[src/rtl/encoder_frame_pkg.sv]
// ----------------------------------------------------------------------------
// encoder_frame_pkg
// Shared definitions for the encoder frame scheduler: frame magic byte,
// flag bit positions, serializer state encoding and frame length helper.
// ----------------------------------------------------------------------------
package encoder_frame_pkg;

    localparam logic [7:0]  FRAME_MAGIC  = 8'hA5;
    localparam int unsigned FLAG_OVERRUN = 0;
    localparam int unsigned FLAG_TIMEOUT = 1;

    typedef enum logic [2:0] {
        IDLE,
        HDR,
        SEQ,
        FLAGS,
        DATA,
        CSUM
    } state_e;

    // Header (magic, seq, flags) + payload + checksum
    function automatic int unsigned frame_len(input int unsigned channels,
                                              input int unsigned bits);
        return 4 + (channels * bits) / 8;
    endfunction

endpackage

[src/rtl/sync_edge_detect.sv]
// ----------------------------------------------------------------------------
// sync_edge_detect
// Two-flop synchronizer for an asynchronous level input followed by a
// registered rising-edge detector producing a one-cycle pulse.
//   clk      : system clock
//   rst      : asynchronous active-high reset
//   async_in : asynchronous input (must stay high >= 3 clk)
//   pulse    : one-cycle pulse, high two edges after the first sampling edge
// ----------------------------------------------------------------------------
module sync_edge_detect (
    input  logic clk,
    input  logic rst,
    input  logic async_in,
    output logic pulse
);

    logic meta_q, meta_d;
    logic sync_q, sync_d;
    logic prev_q, prev_d;
    logic pulse_q, pulse_d;

    always_comb begin
        meta_d  = async_in;
        sync_d  = meta_q;
        prev_d  = sync_q;
        // Edge pulse is registered so it leaves a clean flop output
        pulse_d = sync_q & ~prev_q;
    end

    always_ff @(posedge clk or posedge rst) begin
        if (rst) begin
            meta_q  <= 1'b0;
            sync_q  <= 1'b0;
            prev_q  <= 1'b0;
            pulse_q <= 1'b0;
        end else begin
            meta_q  <= meta_d;
            sync_q  <= sync_d;
            prev_q  <= prev_d;
            pulse_q <= pulse_d;
        end
    end

    assign pulse = pulse_q;

endmodule

[src/rtl/encoder_frame_sched.sv]
// ----------------------------------------------------------------------------
// encoder_frame_sched
// Atomically snapshots all decoder counters on a sync pulse (or an internal
// timeout when sync is absent) and serializes the snapshot as a checksummed
// byte frame: A5, seq, flags, payload (channel 0 first, LSB first), checksum.
//   clk, rst   : clock, asynchronous active-high reset
//   enable     : gates acceptance of new triggers
//   sync_in    : asynchronous frame-sync pulse
//   cnt_flat   : decoder counts, channel k at [k*BITS +: BITS]
//   out_data/out_valid/out_ready/out_last : byte stream, last = checksum
//   busy       : frame in progress (snapshot until checksum accepted)
// ----------------------------------------------------------------------------
module encoder_frame_sched
    import encoder_frame_pkg::*;
#(
    parameter int unsigned CHANNELS = 3,
    parameter int unsigned BITS     = 32,
    parameter int unsigned TIMEOUT  = 1_000_000
) (
    input  logic                       clk,
    input  logic                       rst,
    input  logic                       enable,
    input  logic                       sync_in,
    input  logic [CHANNELS*BITS-1:0]   cnt_flat,
    output logic [7:0]                 out_data,
    output logic                       out_valid,
    input  logic                       out_ready,
    output logic                       out_last,
    output logic                       busy
);

    localparam int unsigned NBYTES = frame_len(CHANNELS, BITS) - 4;
    localparam int unsigned IW     = (NBYTES > 1) ? $clog2(NBYTES) : 1;
    localparam int unsigned TW     = (TIMEOUT > 1) ? $clog2(TIMEOUT) : 1;
    localparam logic [IW-1:0] LAST_IDX = IW'(NBYTES - 1);
    localparam logic [TW-1:0] TMO_LAST = (TIMEOUT != 0) ? TW'(TIMEOUT - 1) : '0;

    state_e                   state_q, state_d;
    logic [CHANNELS*BITS-1:0] snap_q, snap_d;
    logic [7:0]               flags_q, flags_d;
    logic [7:0]               seq_q, seq_d;
    logic [7:0]               csum_q, csum_d;
    logic [IW-1:0]            idx_q, idx_d;
    logic [TW-1:0]            timer_q, timer_d;
    logic                     overrun_q, overrun_d;
    logic [7:0]               data_q, data_d;
    logic                     valid_q, valid_d;
    logic                     last_q, last_d;

    logic          sync_evt;
    logic          tmo_evt;
    logic          trig;
    logic          hs;
    logic [IW-1:0] sel_idx;
    logic [7:0]    snap_byte;

    sync_edge_detect u_sync (
        .clk      (clk),
        .rst      (rst),
        .async_in (sync_in),
        .pulse    (sync_evt)
    );

    assign tmo_evt = (TIMEOUT != 0) && enable && (timer_q == TMO_LAST);
    assign trig    = enable & (sync_evt | tmo_evt);
    assign hs      = valid_q & out_ready;

    // Payload byte to present next: byte 0 when leaving FLAGS, idx+1 in DATA
    always_comb begin
        sel_idx   = (state_q == DATA) ? idx_q + 1'b1 : '0;
        snap_byte = '0;
        for (int unsigned i = 0; i < NBYTES; i++) begin
            if (sel_idx == IW'(i)) snap_byte = snap_q[i*8 +: 8];
        end
    end

    always_comb begin
        state_d   = state_q;
        snap_d    = snap_q;
        flags_d   = flags_q;
        seq_d     = seq_q;
        csum_d    = csum_q;
        idx_d     = idx_q;
        overrun_d = overrun_q;
        data_d    = data_q;
        valid_d   = valid_q;
        last_d    = last_q;

        if (!enable || trig || TIMEOUT == 0) timer_d = '0;
        else                                 timer_d = timer_q + 1'b1;

        // A trigger during a frame is dropped but remembered for the next one
        if (trig && state_q != IDLE) overrun_d = 1'b1;

        // csum_q always holds the sum of all bytes presented so far
        case (state_q)
            IDLE: if (trig) begin
                snap_d                = cnt_flat;
                flags_d               = '0;
                flags_d[FLAG_OVERRUN] = overrun_q;
                flags_d[FLAG_TIMEOUT] = tmo_evt & ~sync_evt;
                overrun_d             = 1'b0;
                state_d               = HDR;
                data_d                = FRAME_MAGIC;
                csum_d                = FRAME_MAGIC;
                valid_d               = 1'b1;
                last_d                = 1'b0;
            end
            HDR: if (hs) begin
                state_d = SEQ;
                data_d  = seq_q;
                csum_d  = csum_q + seq_q;
            end
            SEQ: if (hs) begin
                state_d = FLAGS;
                data_d  = flags_q;
                csum_d  = csum_q + flags_q;
            end
            FLAGS: if (hs) begin
                state_d = DATA;
                idx_d   = '0;
                data_d  = snap_byte;
                csum_d  = csum_q + snap_byte;
            end
            DATA: if (hs) begin
                if (idx_q == LAST_IDX) begin
                    state_d = CSUM;
                    data_d  = csum_q;
                    last_d  = 1'b1;
                end else begin
                    idx_d  = idx_q + 1'b1;
                    data_d = snap_byte;
                    csum_d = csum_q + snap_byte;
                end
            end
            CSUM: if (hs) begin
                state_d = IDLE;
                data_d  = '0;
                valid_d = 1'b0;
                last_d  = 1'b0;
                seq_d   = seq_q + 1'b1;
            end
            default: state_d = IDLE;
        endcase
    end

    always_ff @(posedge clk or posedge rst) begin
        if (rst) begin
            state_q   <= IDLE;
            snap_q    <= '0;
            flags_q   <= '0;
            seq_q     <= '0;
            csum_q    <= '0;
            idx_q     <= '0;
            timer_q   <= '0;
            overrun_q <= 1'b0;
            data_q    <= '0;
            valid_q   <= 1'b0;
            last_q    <= 1'b0;
        end else begin
            state_q   <= state_d;
            snap_q    <= snap_d;
            flags_q   <= flags_d;
            seq_q     <= seq_d;
            csum_q    <= csum_d;
            idx_q     <= idx_d;
            timer_q   <= timer_d;
            overrun_q <= overrun_d;
            data_q    <= data_d;
            valid_q   <= valid_d;
            last_q    <= last_d;
        end
    end

    assign out_data  = data_q;
    assign out_valid = valid_q;
    assign out_last  = last_q;
    assign busy      = (state_q != IDLE);

endmodule
[config.mk]
export PLATFORM = sky130hd
export DESIGN_NAME = encoder_frame_sched
export DESIGN_NICKNAME = d
export VERILOG_FILES = /design/src/rtl/encoder_frame_pkg.sv /design/src/rtl/sync_edge_detect.sv /design/src/rtl/encoder_frame_sched.sv
export SDC_FILE = /design/constraint.sdc
export NUM_CORES = 1
export LEC_CHECK = 0
export BUFFER_PORTS_ARGS = -buffer_cell sky130_fd_sc_hd__clkbuf_2
export CORE_MARGIN = 8
export CORE_UTILIZATION = 25
export CTS_CLUSTER_DIAMETER = 150
export DETAILED_ROUTE_END_ITERATION = 7
export PLACE_DENSITY_LB_ADDON = 0.08
export SETUP_SLACK_MARGIN = 0.05
export SYNTH_ARGS = -nofsm -noshare
export SYNTH_HDL_FRONTEND = slang
export SYNTH_SLANG_ARGS = --single-unit
[constraint.sdc]
create_clock -name clk -period 5.9 [get_ports clk]
set_clock_uncertainty 0.1 [all_clocks]
set_input_delay 0.885 -clock clk [delete_from_list [all_inputs] [get_ports clk]]
set_output_delay 0.885 -clock clk [all_outputs]
set_load 0.01 [all_outputs]
==> metrics.cfg, run 1 <==
[status]
run_status=finished, final reports clean

[power_and_ir_drop]
power.total_mw=4.45
p_sw_share_pct=38.1
power_leakage_nw=4.14
p_int_mw=2.75
ir_drop_uv=215
p_seq_share_pct=42.0
combPwrFrac_pct=32.9
clock_power_share_pct=25.0
p_sw_mw=1.69
power_density_nw_per_um2=468

[synthesis]
ys_warn_count=0
synth_top_area_share_pct=49.1
syn_inst=695
ys_ff_latch=156
synth_compound_area_share_pct=14.0
syn_area_um2=7950
synth_top_family_by_area=multiplexers
yosysTopAreaCell=dfrtp_1
synth.distinct_cells=84
synthAdderAreaFrac_pct=1.83
syn_avg_cell_area_um2=11.4
synth_seq_area_share_pct=49.1
synth-xor-area-share_pct=4.33
synth.mux.area_fraction_pct=15.0
synth_nets=807
synth_edf_count=0
synth_area_leaders=dfrtp_1, mux2_2, nor2_1, o21ai_0, nand2_1
synth_top_flop_cell=dfrtp_1
synthSimpleGateAreaFrac_pct=13.3
ys_async_sr_fraction_pct=100

[sta]
min_period_ps=5300
hold_violations=0
rsz0062_at_grt=false
slew_violations=0
max_freq_mhz=189
finalSetupTns_ps=0
setup_viol=0
worst_slew_pin_slew_ps=951
finalCritPeriodShare_pct=89.8
holdWs_ps=254
relSlewSlack_pct=36.4

[drt]
detail-route-antenna-nets=0
routedWlPerCell_um=20.5
met2_length_um=11300
vias=5986
route.detailed.drc=0
routed_wl_um=25000
wl_met3_um=1000
avgViaCountPerCell=4.91
drtIter0Drc=404
top_layer_used=met4
wl_met1_um=12400
first_pass_iters=5

[floorplanning]
die_area_um2=37700
core_area_um2=31400
start_util_pct=25.3
fp.dieW_um=194
pin_count=112
row_count=65
die_height_um=194

[critical_path]
worstSetupPathType=reg2reg
start_kind=flip-flop
crit_fanout=15
crit_buf_inv=0
crit_chain=ha_1 -> nand4bb_1 -> nor2_1 -> a222oi_1 -> nand2b_1 -> a31oi_1 -> o21ai_0 -> a31oi_1 -> a21o_1 -> ha_1 -> a21oi_1 -> nor2b_1 -> o21a_1 -> o41ai_1 -> xnor2_1 -> nor3_1 -> a221oi_2
required_ps=6140
crit_path_start=idx_q[1]
end_kind=flip-flop
r2r-start=idx_q[1]
cpPeakStageDelay_ps=760
slowest_stage=nor2_1
critPathTopFamily=compound AO/OA/AOI/OAI gates
crit_arrival_ps=5540

[grt]
grt_pass1_vias=6346
grt_max_degree=102
grt_first_pass_wirelength_um=39200
grt_overflow_total=0
grtUsageTotal_pct=13.5
antenna_found_initial=0

[final_layout]
antenna_cells=0
layout_commonest_cell=dfrtp_1
num-nets-final=915
drive_gt1_share_pct=33.5
layout_common_cells=dfrtp_1, clkbuf_2, mux2_2
area_growth_pct=19.5

[clocking]
holdBufCountCts=0
clockBufferDepth=2
htree_num_levels=4
cts_resized=0
post-cts-setup-buffers=0
clock_latency_ps=440
cts_buffers=17
cts_tree=done
clockRootBuffer=clkbuf_16
clk_pin_slew_ps=70
cts_sinks=156

[place]
portBuffers=111
hpwl_um=19000
gp_congestion=0.856

[min_path]
hold_class=reg2reg
hp-start=u_sync.meta_q

[run]
drv_cap=0

==> power groups by stage <==
stage	sequential (mW)	combinational [mW]	clock [mW]
detailed placement	1.89	1.47	0
global route	1.92	1.62	1.20
global placement	1.90	1.45	0
finish	1.87	1.46	1.11
floorplan	1.67	1.12	0
CTS	1.88	1.48	1.15
==> final timing paths <==
kind | to | slack (ps) | cells past startpoint
min in group asynchronous | snap_q[31] | 540 | 2
setup / recovery | csum_q[7] | 600 | 17
setup reg to reg | csum_q[7] | 600 | 17
hold reg to reg | u_sync.prev_d | 250 | 0
max in group asynchronous | snap_q[45] | 3910 | 3
hold / removal | u_sync.prev_d | 250 | 0
==> layout make-up <==
class                           count  area (um^2)
Clock inverter                     14          149
Timing Repair Buffer              120          623
Sequential cell                   156         3900
Fill cell                        3266        21900
Clock buffer                       18          429
Tap cell                          402          503
Multi-Input combinational cell    499         3850
Inverter                            9         38.8
==> cell families after synthesis <==
| family | count (synthesis) |
|---|---|
| AOI/OAI and AO/OA | 156 |
| and+or+nand+nor | 194 |
| adders and majority gates | 11 |
| xor gates and xnor gates | 32 |
| muxes | 106 |
| buffers and inverters | 40 |
| DFF | 156 |
==> Yosys cell counts, types with 11 or more instances <==
| cell type | number |
|---|---|
| nor2_1 | 51 |
| nand3_1 | 23 |
| a21oi_1 | 21 |
| a22oi_1 | 11 |
| o21ai_0 | 36 |
| buf_2 | 15 |
| xnor2_1 | 14 |
| nor3_1 | 19 |
| xor2_1 | 14 |
| nand2_1 | 37 |
| dfrtp_1 | 156 |
| mux2_2 | 95 |
| clkbuf_1 | 11 |
==> through the flow <==
step                instance area [um^2]  util (%)  instances  worst slack, ps
floorplan                           7950         -        695              708
global placement                    8920      28.4       1186              938
detailed placement                  8920      28.4       1186              742
CTS                                 9500      30.3       1218              678
global route                        9500      30.3       1218              241
finish                              9500      30.3       1218              605
==> sequential cells by signal (all words and copies together), names as in the netlist, named ones only <==
signal         count
idx_q              4
timer_q           20
out_valid          1
out_last           1
u_sync.meta_q      1
u_sync.pulse       1
u_sync.prev_q      1
flags_q            2
seq_q              8
csum_q             8
u_sync.prev_d      1
snap_q            96
state_q            3
out_data           8
==> routing by layer <==
layer  global-route usage [%]  vias to the layer above
met5                        0                        -
met4                     3.48                        0
met3                     3.00                       18
met2                     20.6                      141
met1                     18.9                     3007
li1                         -                     2820
==> worst reg2reg max path: cells and delay by family (launching register included) <==
family	cells	cell delay (ps)
and+or+nand+nor	5	1500
DFF	1	470
xor gates and xnor gates	1	210
AOI/OAI and AO/OA	9	2030
adders and majority gates	2	900
No activity file was read; power rests on OpenSTA's default activity.
==> inputs of run 2 (changes only) <==
- SYNTH_HIERARCHICAL: unset -> 1
==> run 2 against run 1 <==
  * Power grew 0.56%
  * Hold slack better by 11 ps
  * Setup slack got worse by 140 ps
  * Largest power group unchanged
  * Largest cell class unchanged
  * Die area is 2.8% lower
  * Area after synthesis fell by 3.0%
  * Highest routed layer unchanged
  * Sequential power is 2% higher
  * Cell count down 2.2%
  * First-iteration DRC count fell by 5.4%
==> metrics.cfg, run 2 <==
[status]
run_status=finished, final reports clean

[final_layout]
drive_gt1_share_pct=33.2
largest_reg_flops=96
area_growth_pct=20.4
layout_common_cells=dfrtp_1, clkbuf_2, mux2_2
antenna_cells=0
largest_register=snap_q
num-nets-final=894
final_area_um2=9280
reg.largest.list=snap_q (96), timer_q (20)
layout_commonest_cell=dfrtp_1

[synthesis]
synth_nets=787
synth_seq_area_share_pct=50.6
synth.distinct_cells=69
synth_top_area_share_pct=50.6
synth_top_flop_cell=dfrtp_1
syn_avg_cell_area_um2=11.4
synth_area_leaders=dfrtp_1, mux2_2, nand2_1, nor2_1, xor2_1
yosysTopAreaCell=dfrtp_1
ys_ff_latch=156
ys_async_sr_fraction_pct=100
synth_edf_count=0
yosysMostFrequentCell=dfrtp_1
syn_area_um2=7710
ys_warn_count=6
synthTopCellsByCount=dfrtp_1, mux2_2, nand2_1
syn_inst=675

[floorplanning]
core_area_um2=30500
fp.dieW_um=192
die_area_um2=36700
start_util_pct=25.3
die_height_um=192
pin_count=112
row_count=64

[clocking]
holdBufCountCts=0
cts_tree=done
cts_resized=0
clockBufferDepth=2
clk_pin_slew_ps=70
post-cts-setup-buffers=0
cts_sinks=156
clock_latency_ps=430
clockRootBuffer=clkbuf_16
cts_buffers=17
htree_num_levels=4

[drt]
drtIter0Drc=382
route.detailed.drc=0
routedWlPerCell_um=20.2
routed_wl_um=24100
avgViaCountPerCell=4.85
detail-route-antenna-nets=0
first_pass_iters=4
vias=5780

[critical_path]
start_kind=flip-flop
critPathTopFamily=compound AO/OA/AOI/OAI gates
required_ps=6070
crit_buf_inv=0
slowest_stage=dfrtp_1
cpPeakStageDelay_ps=700
end_kind=flip-flop
crit_arrival_ps=5610
worstSetupPathType=reg2reg
crit_fanout=17
crit_chain=ha_1 -> and4bb_1 -> and3_1 -> a221o_1 -> a221o_1 -> a221oi_2 -> o31ai_1 -> mux2_2 -> ha_1 -> a21o_1 -> a21oi_1 -> o21bai_1 -> a21oi_1 -> o21ai_0 -> or4b_1 -> o211ai_1 -> a41oi_1

[grt]
grt_first_pass_wirelength_um=38000
grtUsageTotal_pct=13.6
grt_max_degree=97
antenna_found_initial=0
grt_pass1_vias=6191
grt_overflow_total=0

[place]
place_area_um2=8660
portBuffers=111
hpwl_um=18200
gp_congestion=0.829

[run]
drv_cap=0

[min_path]
hold_class=reg2reg

[power_and_ir_drop]
power_density_nw_per_um2=482
power_leakage_nw=4.08
ir_drop_uv=195

[sta]
max_freq_mhz=184
slew_violations=0
hold_violations=0
setup_viol=0
worst_slew_pin_slew_ps=952
finalCritPeriodShare_pct=92.1
rsz0062_at_grt=false
finalSetupTns_ps=0
min_period_ps=5440
relSlewSlack_pct=36.1

-- run 2: cell types whose count changed after synthesis, moves of 6 or more --
cell     delta
buf_4       +9
a21o_1      +6
nor3_1     -11
nor2_1      -7
mux2_1      -7
o21ai_0    -14
nand2_1    +12
-- run 2: path summary, 6_finish.rpt --
path / cells after the start / to / slack, ps / start
worst max register to register: 17 / csum_q[7] / 460 / idx_q[0]
max in group asynchronous: 3 / snap_q[78] / 3830 / rst
min in group asynchronous: 2 / u_sync/prev_q / 270 / rst
worst min-delay path: 0 / u_sync/prev_d / 260 / u_sync/meta_q
worst min register to register: 0 / u_sync/prev_d / 260 / u_sync/meta_q
worst max-delay path: 17 / csum_q[7] / 460 / idx_q[0]
-- run 2: where the power goes --
part / switching (mW) / leakage [nW] / internal, mW / total (mW)
registers: 0.418 / 1.95 / 1.49 / 1.91
clock network: 0.522 / 0.303 / 0.650 / 1.17
logic: 0.725 / 1.83 / 0.668 / 1.39
-- run 2: area by class of cell --
cell class / count / area (um^2)
Clock buffer: 17 / 425
Clock inverter: 15 / 195
Fill cell: 3161 / 21200
Inverter: 15 / 61.3
Multi-Input combinational cell: 473 / 3590
Sequential cell: 156 / 3900
Tap cell: 396 / 495
Timing Repair Buffer: 119 / 616
-- run 2: per-layer routing --
layer / vias to the layer above / part of all wire, % / global-route usage, %
li1: 2720 / - / -
met4: 0 / 1.7 / 3.97
met5: - / 0 / 0
met1: 2892 / 46 / 18.1
met3: 25 / 3.9 / 2.65
met2: 143 / 48 / 22.1
-- run 2: stage by stage --
step	setup WS, ps	cells	total power, mW	hold WS (ps)	util, %
floorplan	822	675	2.80	231	-
global placement	685	1159	3.34	241	28.4
detailed placement	485	1159	3.34	236	28.4
CTS	466	1191	4.54	246	30.4
global route	83.6	1191	4.77	257	30.4
finish	463	1191	4.47	264	30.4
-- run 2: logic make-up (layout without fill, tap and decap cells) --
kind of cell    count (synthesis)  in the layout  share of synthesized area, %
simple gates                  175            175                          11.5
buf+inv                        46            166                          2.92
xor+xnor                       32             32                          3.73
mux                           100            100                          14.6
compound gates                155            155                          14.8
fa+ha+maj                      11             11                          1.88
flops                         156            156                          50.6
==> inputs of run 3 (changes only) <==
- CORE_MARGIN: 8 -> 2
==> run 3 against run 2 <==
  * First-iteration DRC count rose by 2.4%
  * Sequential power barely moved
  * Hold slack improved by 0.85 ps
==> metrics.cfg, run 3 (same netlist as run 2, synthesis figures left out) <==
[power_and_ir_drop]
ir_drop_uv=186
power_density_nw_per_um2=479
power_leakage_nw=4.07
power.total_mw=4.44

[final_layout]
largest_register=snap_q
fillCellCount=3119
antenna_cells=0
drive_gt1_share_pct=32.9
layout_common_cells=dfrtp_1, clkbuf_2, mux2_2
num-nets-final=893
largest_reg_flops=96
layout_commonest_cell=dfrtp_1
reg.largest.list=snap_q (96), timer_q (20)
area_growth_pct=20.3

[sta]
slew_violations=0
relSlewSlack_pct=33.0
finalCritPeriodShare_pct=90.7
setup_viol=0
worst_slew_pin_slew_ps=1000
hold_violations=0
min_period_ps=5350
rsz0062_at_grt=false
max_freq_mhz=187
finalSetupTns_ps=0

[floorplanning]
start_util_pct=25.3
die_height_um=180
fp.dieW_um=180
pin_count=112
row_count=64
core_area_um2=30500
die_area_um2=32300

[clocking]
holdBufCountCts=0
cts_resized=0
cts_buffers=17
cts_sinks=156
post-cts-setup-buffers=0
htree_num_levels=4
clockRootBuffer=clkbuf_16
clock_latency_ps=430
cts_tree=done
clk_pin_slew_ps=60
clockBufferDepth=2

[critical_path]
required_ps=6060
crit_fanout=17
end_kind=flip-flop
start_kind=flip-flop
crit_arrival_ps=5520
ff2ff_path_depth=17
worstSetupPathType=reg2reg

[drt]
vias=5765
drtIter0Drc=391
avgViaCountPerCell=4.84
routed_wl_um=23400
first_pass_iters=5
detail-route-antenna-nets=0
routedWlPerCell_um=19.7
route.detailed.drc=0

[place]
portBuffers=111
hpwl_um=17600
gp_congestion=0.829

[grt]
grt_overflow_total=0
grtUsageTotal_pct=14.8
antenna_found_initial=0
grt_first_pass_wirelength_um=36600
grt_max_degree=78
grt_pass1_vias=6100

[run]
drv_cap=0

[min_path]
hold_class=in2async

[status]
run_status=finished, final reports clean

-- run 3: cell types whose count changed in the layout (fill, tap and decap cells not counted) --
cell,before,now
buf_12,0,1
buf_4,8,6
clkbuf_1,0,2
clkbuf_8,0,3
clkinv_8,1,0
clkinvlp_4,1,2
inv_8,6,1
-- run 3: final timing paths --
| path | start | endpoint | slack [ps] |
|---|---|---|---|
| setup / recovery | idx_q[0] | csum_q[7] | 550 |
| hold reg to reg | u_sync/meta_q | u_sync/prev_d | 270 |
| setup reg to reg | idx_q[0] | csum_q[7] | 550 |
| max in group asynchronous | rst | snap_q[9] | 4140 |
| hold / removal | rst | u_sync/meta_q | 270 |
| min in group clk | u_sync/meta_q | u_sync/prev_d | 270 |
-- run 3: through the flow --
stage / cells / setup WS, ps / area [um^2] / hold WS (ps) / util, %
2_1_floorplan: 675 / 822 / 7710 / 231 / -
3_3_place_gp: 1158 / 677 / 8670 / 239 / 28.4
3_5_place_dp: 1158 / 604 / 8670 / 242 / 28.4
4_1_cts: 1190 / 565 / 9270 / 244 / 30.4
5_1_grt: 1190 / 121 / 9270 / 261 / 30.4
6_report: 1190 / 546 / 9270 / 265 / 30.4
-- run 3: critical path, cell delays in order, from the launching register on --
cell and delay (ps):
dfrtp_1 670, ha_1 340, xor2_1 520, nand2_1 280, o31ai_1 500, a221o_1 210, a221oi_2 50, o31ai_1 390
mux2_2 260, ha_1 230, a21o_1 190, a21oi_1 230, o21bai_1 110, a21oi_1 210, o21ai_0 190, or4b_1 540
o211ai_1 110, a41oi_1 60
-- run 3: area by class of cell --
class	count	area, um^2	area share (%)
timing repair buffer	118	621	6.69
sequential	156	3900	42.1
clock buffer	22	474	5.11
tap	396	495	5.34
clock inverter	10	130	1.40
inverter	15	61.3	0.661
multi-input combinational	473	3590	38.7
-- run 3: power breakdown --
part | switching, mW | internal [mW]
Clock | 0.470 | 0.666
Sequential | 0.424 | 1.49
Combinational | 0.724 | 0.666
Total | 1.62 | 2.82
-- run 3: metal layers --
layer / wire length, um / global-route usage [%]
met1: 11100 / 20.2
met5: 0 / 0
met3: 736 / 2.33
met2: 11100 / 23.8
met4: 527 / 5.56
